==> src/rtl/run_control_unit.sv <==
// Front-panel run control: debounces RUN/STEP/RESTART buttons, detects HLT opcodes
// and drives the clock/halt controller. Optional breakpoint support under `BREAKPOINT_EN`.
module run_control_unit #(
    parameter int unsigned           DB_CYCLES  = 16,
    parameter int unsigned           DB_W       = 5,
    parameter int unsigned           OPCODE_W   = 4,
    parameter logic [OPCODE_W-1:0]   HLT_OPCODE = 4'hF,
    parameter int unsigned           ADDR_W     = 8
) (
    input  logic                internal_clock,
    input  logic                reset_n,
    input  logic                btn_run,
    input  logic                btn_step,
    input  logic                btn_restart,
    input  logic                opcode_valid,
    input  logic [OPCODE_W-1:0] opcode,
    input  logic [ADDR_W-1:0]   pc,
`ifdef BREAKPOINT_EN
    input  logic [ADDR_W-1:0]   bp_addr,
    input  logic                bp_valid,
`endif
    output logic                controller_enable,
    output logic                halted,
    output logic                resume,
    output logic                restart,
    output logic [1:0]          run_state
);

    typedef enum logic [1:0] {
        S_IDLE = 2'b00,
        S_RUN  = 2'b01,
        S_HALT = 2'b10,
        S_STEP = 2'b11
    } state_t;

    localparam logic [DB_W-1:0] DB_MAX = DB_W'(DB_CYCLES);

    // Bit 0 = RUN, bit 1 = STEP, bit 2 = RESTART
    logic [2:0]      btn_raw;
    logic [2:0]      sync1, sync2, db_level, evt;
    logic [DB_W-1:0] db_cnt [3];

    state_t state, next_state;
    logic   skip;
    logic   run_evt, step_evt, rst_evt;
    logic   hlt_hit, bp_hit, halt_req;

    assign btn_raw  = {btn_restart, btn_step, btn_run};
    assign run_evt  = evt[0];
    assign step_evt = evt[1];
    assign rst_evt  = evt[2];

    always_ff @(posedge internal_clock or negedge reset_n) begin
        if (!reset_n) begin
            sync1    <= '0;
            sync2    <= '0;
            db_level <= '0;
            evt      <= '0;
            for (int unsigned i = 0; i < 3; i++) db_cnt[i] <= '0;
        end else begin
            sync1 <= btn_raw;
            sync2 <= sync1;
            for (int unsigned i = 0; i < 3; i++) begin
                evt[i] <= 1'b0;
                if (sync2[i] == db_level[i]) begin
                    db_cnt[i] <= '0;
                end else if (db_cnt[i] == DB_MAX) begin
                    db_level[i] <= sync2[i];
                    db_cnt[i]   <= '0;
                    evt[i]      <= sync2[i];
                end else begin
                    db_cnt[i] <= db_cnt[i] + DB_W'(1);
                end
            end
        end
    end

    assign hlt_hit = opcode_valid & (opcode == HLT_OPCODE) & ~skip;

`ifdef BREAKPOINT_EN
    assign bp_hit = opcode_valid & bp_valid & (pc == bp_addr) & ~skip;
`else
    logic unused_pc;
    assign unused_pc = ^pc;
    assign bp_hit    = 1'b0;
`endif

    assign halt_req = hlt_hit | bp_hit;

    // The fetch that follows a resume is the instruction we halted on; let it through
    always_ff @(posedge internal_clock or negedge reset_n) begin
        if (!reset_n)          skip <= 1'b0;
        else if (rst_evt)      skip <= 1'b0;
        else if (resume)       skip <= 1'b1;
        else if (opcode_valid) skip <= 1'b0;
    end

    always_ff @(posedge internal_clock or negedge reset_n) begin
        if (!reset_n) state <= S_IDLE;
        else          state <= next_state;
    end

    always_comb begin
        next_state        = state;
        controller_enable = 1'b0;
        halted            = 1'b0;
        resume            = 1'b0;
        restart           = 1'b0;
        case (state)
            S_IDLE: begin
                if (run_evt) begin
                    next_state = S_RUN;
                    restart    = 1'b1;
                end
            end
            S_RUN: begin
                controller_enable = 1'b1;
                if (halt_req || run_evt) next_state = S_HALT;
            end
            S_HALT: begin
                controller_enable = 1'b1;
                halted            = 1'b1;
                if (run_evt) begin
                    next_state = S_RUN;
                    resume     = 1'b1;
                    halted     = 1'b0;
                end else if (step_evt) begin
                    next_state = S_STEP;
                    resume     = 1'b1;
                    halted     = 1'b0;
                end
            end
            S_STEP: begin
                controller_enable = 1'b1;
                // First unskipped fetch is the single stepped instruction completing
                if (opcode_valid && !skip) next_state = S_HALT;
                else if (run_evt)          next_state = S_RUN;
            end
            default: next_state = S_IDLE;
        endcase
        if (rst_evt) begin
            next_state = S_RUN;
            restart    = 1'b1;
            resume     = 1'b0;
            halted     = 1'b0;
        end
    end

    assign run_state = state;

endmodule

==> config.mk <==
export PLATFORM = sky130hd
export DESIGN_NAME = run_control_unit
export DESIGN_NICKNAME = d
export VERILOG_FILES = /design/src/rtl/run_control_unit.sv
export SDC_FILE = /design/constraint.sdc
export NUM_CORES = 1
export LEC_CHECK = 0
export CAP_MARGIN = 0
export CORE_MARGIN = 1.5
export CORE_UTILIZATION = 40
export CTS_CLUSTER_SIZE = 25
export DETAILED_ROUTE_END_ITERATION = 7
export SYNTH_ARGS = -nofsm -noshare
export SYNTH_HDL_FRONTEND = slang
export SYNTH_SLANG_ARGS = --single-unit
==> constraint.sdc <==
create_clock -name internal_clock -period 1.7 [get_ports internal_clock]
set_clock_uncertainty 0.1 [all_clocks]
set_input_delay 0.17 -clock internal_clock [delete_from_list [all_inputs] [get_ports internal_clock]]
set_output_delay 0.17 -clock internal_clock [all_outputs]
set_load 0.01 [all_outputs]
---- After elaboration in Yosys (flattened, before gate mapping) ----
Index checks and enable logic that the tools add are counted.
storage, ports and cells
  input bits .............................. 18
  word-level logic and storage cells ...... 76
  register bits after elaboration ......... 30
operators by class
  bitwise logic cells ..................... 6
  reductions and logical operators ........ 10
  add/subtract/negate cells ............... 3
  equality and inequality tests ........... 12
  multiplexer cells ....................... 34
operator list
  cell                   count
  $mux W5                6
  $mux W1                21
  $add A5 B1 Y5 const B  3
  $eq A5 B5 Y1 const B   3
  $mux W2                6
  $pmux W2 S4            1
  $reduce_and A2 Y1      4
  $eq A2 B2 Y1 const B   2
  $eq A4 B4 Y1 const B   1
  $ne A4 B4 Y1 const B   1
  $not A1 Y1             4
  $eq A1 B1 Y1           3
  $ne A3 B3 Y1 const B   1
  $reduce_bool A3 Y1     1
  $reduce_or A3 Y1       1
  $and A1 B1 Y1          2
  $eq A2 B1 Y1 const B   1
  $logic_not A2 Y1       1
  $logic_and A1 B1 Y1    1
  $logic_not A1 Y1       1
  $logic_or A1 B1 Y1     1

---- Logic depth before layout (Yosys ltp) ----
  depth after elaboration ................. 7
  mapped depth ............................ 5
  mapped depth without buffers ............ 5

---- Worst setup path after synthesis ----
Ideal clock, no wire load.
  kind .................................... register to register
  from .................................... register state[1] (netlist: run_state[1])
  to ...................................... register state[0] (netlist: run_state[0])
  arrival ................................. 1071 ps
  setup slack ............................. 400 ps
  buffers on the path ..................... 0
  library setup time ...................... 129 ps
  cell stages (with the launch flop) ...... 4
  cells stage by stage .................... dfrtp_1 or3b_4 nor3_4 a31oi_1
between the ends
  word-level cells in the longest chain between the ends .. 3
  elaborated cells on any way between the ends .. 9
ends and longest elaborated chain
  item                                          RTL line  text
  start: declaration                            43        state_t state, next_state;
  start signal: assignment                      100       else state <= next_state;
  $eq A2 B2 Y1, or another cell as far along    109       case (state)
  $pmux W2 S4, or another cell as far along     109
  $mux W2 or $reduce_and A2 Y1 (tied branches)  -
Parallel ways exist; a longest one is shown, timed or not.
A chain may end at the register's enable or synchronous reset.

---- Worst setup path in the final report ----
  from .................................... register state[0] (netlist: run_state[0])
  to ...................................... output port halted
between the ends
  word-level cells in the longest chain between the ends .. 3
ends and longest elaborated chain
  item              RTL line  text
  $eq A2 B2 Y1      109
  $mux W1           109
  $mux W1           141       if (rst_evt) begin
  end: declaration  23        output logic halted,
No other way between the ends.

==> results.sh <==
export IMPL_outcome="completed"
export IMPL_critPathMaxStageDelay_ps=430
export IMPL_startpoint_type="flip-flop"
export IMPL_antenna_found_initial=0
export IMPL_setup_slack_ps=12.5
export IMPL_fill_cells=283
export IMPL_cts_tree="yes"
export IMPL_synth_seq_cells=30
export IMPL_drtPass1Iterations=4
export IMPL_dp_hpwl_um=1440
export IMPL_cts_sinks=30
export IMPL_cts_hold_buf=0
export IMPL_arrival_ps=1420
export IMPL_design_area_um2=1580
export IMPL_cts_inserted_buffers=5
export IMPL_path_max_fanout=3
export IMPL_cts_clk_slew_worst_paths_ps=90
export IMPL_grt_max_degree=31
export IMPL_post_cts_buffers=0
export IMPL_gr_total_overflow=0
export IMPL_fp_dieArea_um2=3560
export IMPL_synth_async_reset_ratio=1.00
export IMPL_crit_family="simple AND/OR/NAND/NOR gates"
export IMPL_htreeDepth=2
export IMPL_antenna_left=0
export IMPL_regToRegSetupSlack_ps=320
export IMPL_reg2reg_to="db_level[1]"
export IMPL_syn_num_nets=131
export IMPL_period_needed_ps=1690
export IMPL_p_total_uw=1410
export IMPL_clockRootBuffer="clkbuf_4"
export IMPL_synth_edf_count=0
export IMPL_area_delta_synth_final_pct=23.1
export IMPL_cp_required_ps=1430
export IMPL_hold_violations=0
export IMPL_wl_per_cell_um=10.8
export IMPL_multi_input_area_um2=508
export IMPL_regArea_um2=751
export IMPL_crit_chain="or3b_4, nor3_4, buf_2"
export IMPL_boundaryPins=24
export IMPL_grt_pass1_vias=845
export IMPL_avgSynthCellArea_um2=12.0
export IMPL_track_usage=0.137
export IMPL_rsz0062_at_grt="yes"
export IMPL_crit_buf_inv=1
export IMPL_crit_path_end_kind="output port"
export IMPL_place_area_um2=1530
export IMPL_antenna_cells=0
export IMPL_grt_pass1_wl_um=3440
export IMPL_routed_wirelength_um=1940
export IMPL_die_y_um=59.7
export IMPL_synth_top_cell_area_share=0.585
export IMPL_drv_slew=0
export IMPL_remaining_drc_errors=0
export IMPL_synth_commonest_cells="30 x dfrtp_1, 15 x nor2_1, 8 x inv_1, 8 x xor2_1"
export IMPL_via_per_inst=4.59
export IMPL_finalNonFillerCells=179
export IMPL_io_buffers=15
export IMPL_clk_latency_ps=320
export IMPL_synth_area_um2=1280
export IMPL_power_density_nw_per_um2=893
export IMPL_die_w_um=59.7
export IMPL_start_util=0.420
export IMPL_detail_route_iter0_violations=29
export IMPL_num_rows=20
export IMPL_placed_cells=171
export IMPL_r2r_start="db_cnt[5]"
export IMPL_finalCritPeriodShare=0.993
export IMPL_critPathKind="flip-flop to output port"
export IMPL_syn_inst=107
export IMPL_synthFlopType="dfrtp_1"
export IMPL_yosysWarnings=0
export IMPL_maxClockFrequency_ghz=0.593
export IMPL_peakVddDrop_mv=0.459
export IMPL_drive_gt1_frac=0.163
export IMPL_place_ws_ps=-49.1
export IMPL_slowest_stage="or3b_4"
export IMPL_hold_class="input pin to async pin"
export IMPL_vias=822
export IMPL_cap_violations=0
export IMPL_setup_tns_ps=0
export IMPL_tightest_slew_ps=360
export IMPL_setup_viol=0
export IMPL_synthDistinctLibCells=25
export IMPL_yosysMostFrequentCell="dfrtp_1"
export IMPL_slew_headroom=0.760
export IMPL_synth_area_leaders="dfrtp_1 58%, ha_1 5.8%, xor2_1 5.5%"
export IMPL_cts_buffer_depth=2
export IMPL_yosysTopAreaCell="dfrtp_1"
export IMPL_ys_seq_area_frac=0.585
export IMPL_reg2reg_depth=4
export IMPL_final_net_count=158
export IMPL_gp_congestion=0.793
export IMPL_p_leak_uw=0.000757
export IMPL_core_area_um2=3050
## cell families (layout without fill, tap and decap cells)
logic type,after synthesis,in the layout,synth area share
AOI/OAI and AO/OA,7,7,0.0419
DFF,30,30,0.585
muxes,3,3,0.0263
adders and majority gates,6,6,0.0585
buffers and inverters,8,36,0.0234
and+or+nand+nor,41,41,0.183
xor gates and xnor gates,12,12,0.0819
## per-stage QoR
step | hold WS, ps | util
floorplan | -226 | -
global placement | 233 | 0.500
detailed placement | 236 | 0.500
CTS | 124 | 0.516
global route | 148 | 0.518
finish | 115 | 0.518
## per-layer routing
layer / track usage / up-vias / part of all wire
li1: - / 415 / -
met1: 0.168 / 378 / 0.49
met2: 0.197 / 21 / 0.42
met3: 0.0455 / 8 / 0.062
met4: 0.105 / 0 / 0.033
met5: 0 / - / 0
## power by group
| group | switching, µW | internal [µW] | leakage [µW] |
|---|---|---|---|
| Sequential | 26.3 | 749 | 0.000396 |
| Clock | 230 | 200 | 0.0000353 |
| Combinational | 97.0 | 109 | 0.000325 |
| Total | 353 | 1060 | 0.000757 |
## repair_timing
item                                    CTS  global route
endpoints found under the setup margin    4             3
hold endpoints to repair                  0             0
pin swaps                                 0             1
gates resized for setup                  11             2
## flip-flops by register name (all words and copies together), names as in the netlist
name       cells
db_cnt        15
db_level       3
evt            3
run_state      2
skip           1
sync1          3
sync2          3
## cell type report
cell class | instances | area share
Clock buffer | 7 | 0.0348
Inverter | 8 | 0.0190
Tap cell | 44 | 0.0348
Sequential cell | 30 | 0.475
Multi-Input combinational cell | 69 | 0.321
Timing Repair Buffer | 20 | 0.112
Clock inverter | 1 | 0.00317
## how the worst max path moves through the flow
stage / start / to / slack [ps] / cells past startpoint
2_1_floorplan: run_state[1] / run_state[0] / 400 / 3
3_3_place_gp: evt[2] / halted / -40 / 3
3_5_place_dp: evt[2] / halted / -50 / 3
4_1_cts: evt[2] / halted / -20 / 3
5_1_grt: run_state[0] / halted / -60 / 3
6_report: run_state[0] / halted / 10 / 3
## layout by cell type (no fill, tap or decap), types with 5 or more instances in the layout
cell and count:
nor2_1 13, clkdlybuf4s50_1 11, ha_1 6, dfrtp_1 30, nand3_1 6, buf_4 5
xor2_1 8, inv_1 8, clkbuf_4 5
## worst register-to-register path, cell delays in order (launching register included)
cell       delay [ps]
dfrtp_1           400
inv_1              60
ha_1              190
nand4bb_1         170
mux2_2            350
Power figures use the tool's default switching activity.
==> patch, RTL diff (config.mk and constraints unchanged) <==
Reset style: synchronous (`reset_n`), changed in 3 clocked blocks.
--- a/src/rtl/run_control_unit.sv
+++ b/src/rtl/run_control_unit.sv
@@ -50,7 +50,7 @@
     assign step_evt = evt[1];
     assign rst_evt  = evt[2];
 
-    always_ff @(posedge internal_clock or negedge reset_n) begin
+    always_ff @(posedge internal_clock) begin
         if (!reset_n) begin
             sync1    <= '0;
             sync2    <= '0;
@@ -88,14 +88,14 @@
     assign halt_req = hlt_hit | bp_hit;
 
     // The fetch that follows a resume is the instruction we halted on; let it through
-    always_ff @(posedge internal_clock or negedge reset_n) begin
+    always_ff @(posedge internal_clock) begin
         if (!reset_n)          skip <= 1'b0;
         else if (rst_evt)      skip <= 1'b0;
         else if (resume)       skip <= 1'b1;
         else if (opcode_valid) skip <= 1'b0;
     end
 
-    always_ff @(posedge internal_clock or negedge reset_n) begin
+    always_ff @(posedge internal_clock) begin
         if (!reset_n) state <= S_IDLE;
         else          state <= next_state;
     end
Behaviour: same outputs for any inputs over 10 cycles, from zero or initial values and one cycle with reset_n low; that may be too few to reach the edited logic, so the function may still have changed.
==> patch against the original RTL <==
Global-route usage is 0.71 points lower; non-clock buffer count shrank 1; synthesized area rose by 9.3%; die area up 8.8%; critical path type unchanged; worst setup slack improved by 0.052 ns; cell area is 9.3% higher; hold slack improved by 0.21 ns; first-iteration DRC count grew 3.4%; routed wire length up 7.6%; sequential cell count unchanged.
Power is not compared: it rests on default switching activity, and its combinational part moved more than twofold at a synthesized area within 25%.
==> patch: results <==
group,metric,value,unit
outcome,status,"finished clean",
synth,yosys-top-cells-area,"edfxtp_1, dfxtp_1, ha_1, xor2_1, nor2_1",
route,wl_met1,963,microns
grt,grt_pass1_wl,3970,microns
layout,drive_above_1_share,11.2,%
place,gp_congestion,0.833,
route,drt_iter0_drc,30,
synth,synthMuxAreaShare,2.14,%
setup_path,r2r-end,"db_cnt[1][4]$_SDFFCE_PN0P_",
setup_path,r2r-start,"db_cnt[1][0]$_SDFFCE_PN0P_",
synth,synth_xor_area_share,7.49,%
place,dp_hpwl,1610,microns
worst_hold_path,holdCritPathClass,"in -> reg",
synth,seq_area_frac_synth,53.5,%
grt,met1_usage,14.8,%
route,drt_wl_total,2090,microns
setup_path,crit_fanout,7,
synth,ys_top_cells_by_count,"nor2_1, dfxtp_1, edfxtp_1",
grt,grt_usage,13.0,%
synth,synth_fa_ha_area_share,5.35,%
setup_path,critPathSlowestCell,"clkdlybuf4s50_1",
synth,yosysUniqueCellTypes,30,
setup_path,max_stage_delay,0.54,ns
synth,synth_compound_area_share,5.71,%
grt,grt_max_degree,10,
layout,final_nets,192,
setup_path,crit_start,"run_state[1]$_SDFFE_PP0P_",
synth,async_flop_share,0,%
==> patch: cell type report <==
| class | instances | area (sq um) |
|---|---|---|
| Clock buffer | 7 | 55.1 |
| Clock inverter | 1 | 5.00 |
| Fill cell | 331 | 1610 |
| Inverter | 12 | 45.0 |
| Multi-Input combinational cell | 100 | 641 |
| Sequential cell | 30 | 753 |
| Tap cell | 46 | 57.6 |
| Timing Repair Buffer | 19 | 171 |
==> patch: metrics by stage <==
| stage | setup WS (ns) | power [uW] | hold slack, ns | instance area (sq um) | std cells |
|---|---|---|---|---|---|
| after floorplan | 0.332 | 869 | 0.197 | 1460 | 146 |
| after global placement | 0.0968 | 903 | 0.317 | 1670 | 207 |
| after detailed placement | 0.0946 | 907 | 0.320 | 1670 | 207 |
| after CTS | 0.00317 | 1340 | 0.306 | 1730 | 215 |
| after global routing | 0.00625 | 1400 | 0.319 | 1730 | 215 |
| final | 0.0647 | 1320 | 0.322 | 1730 | 215 |
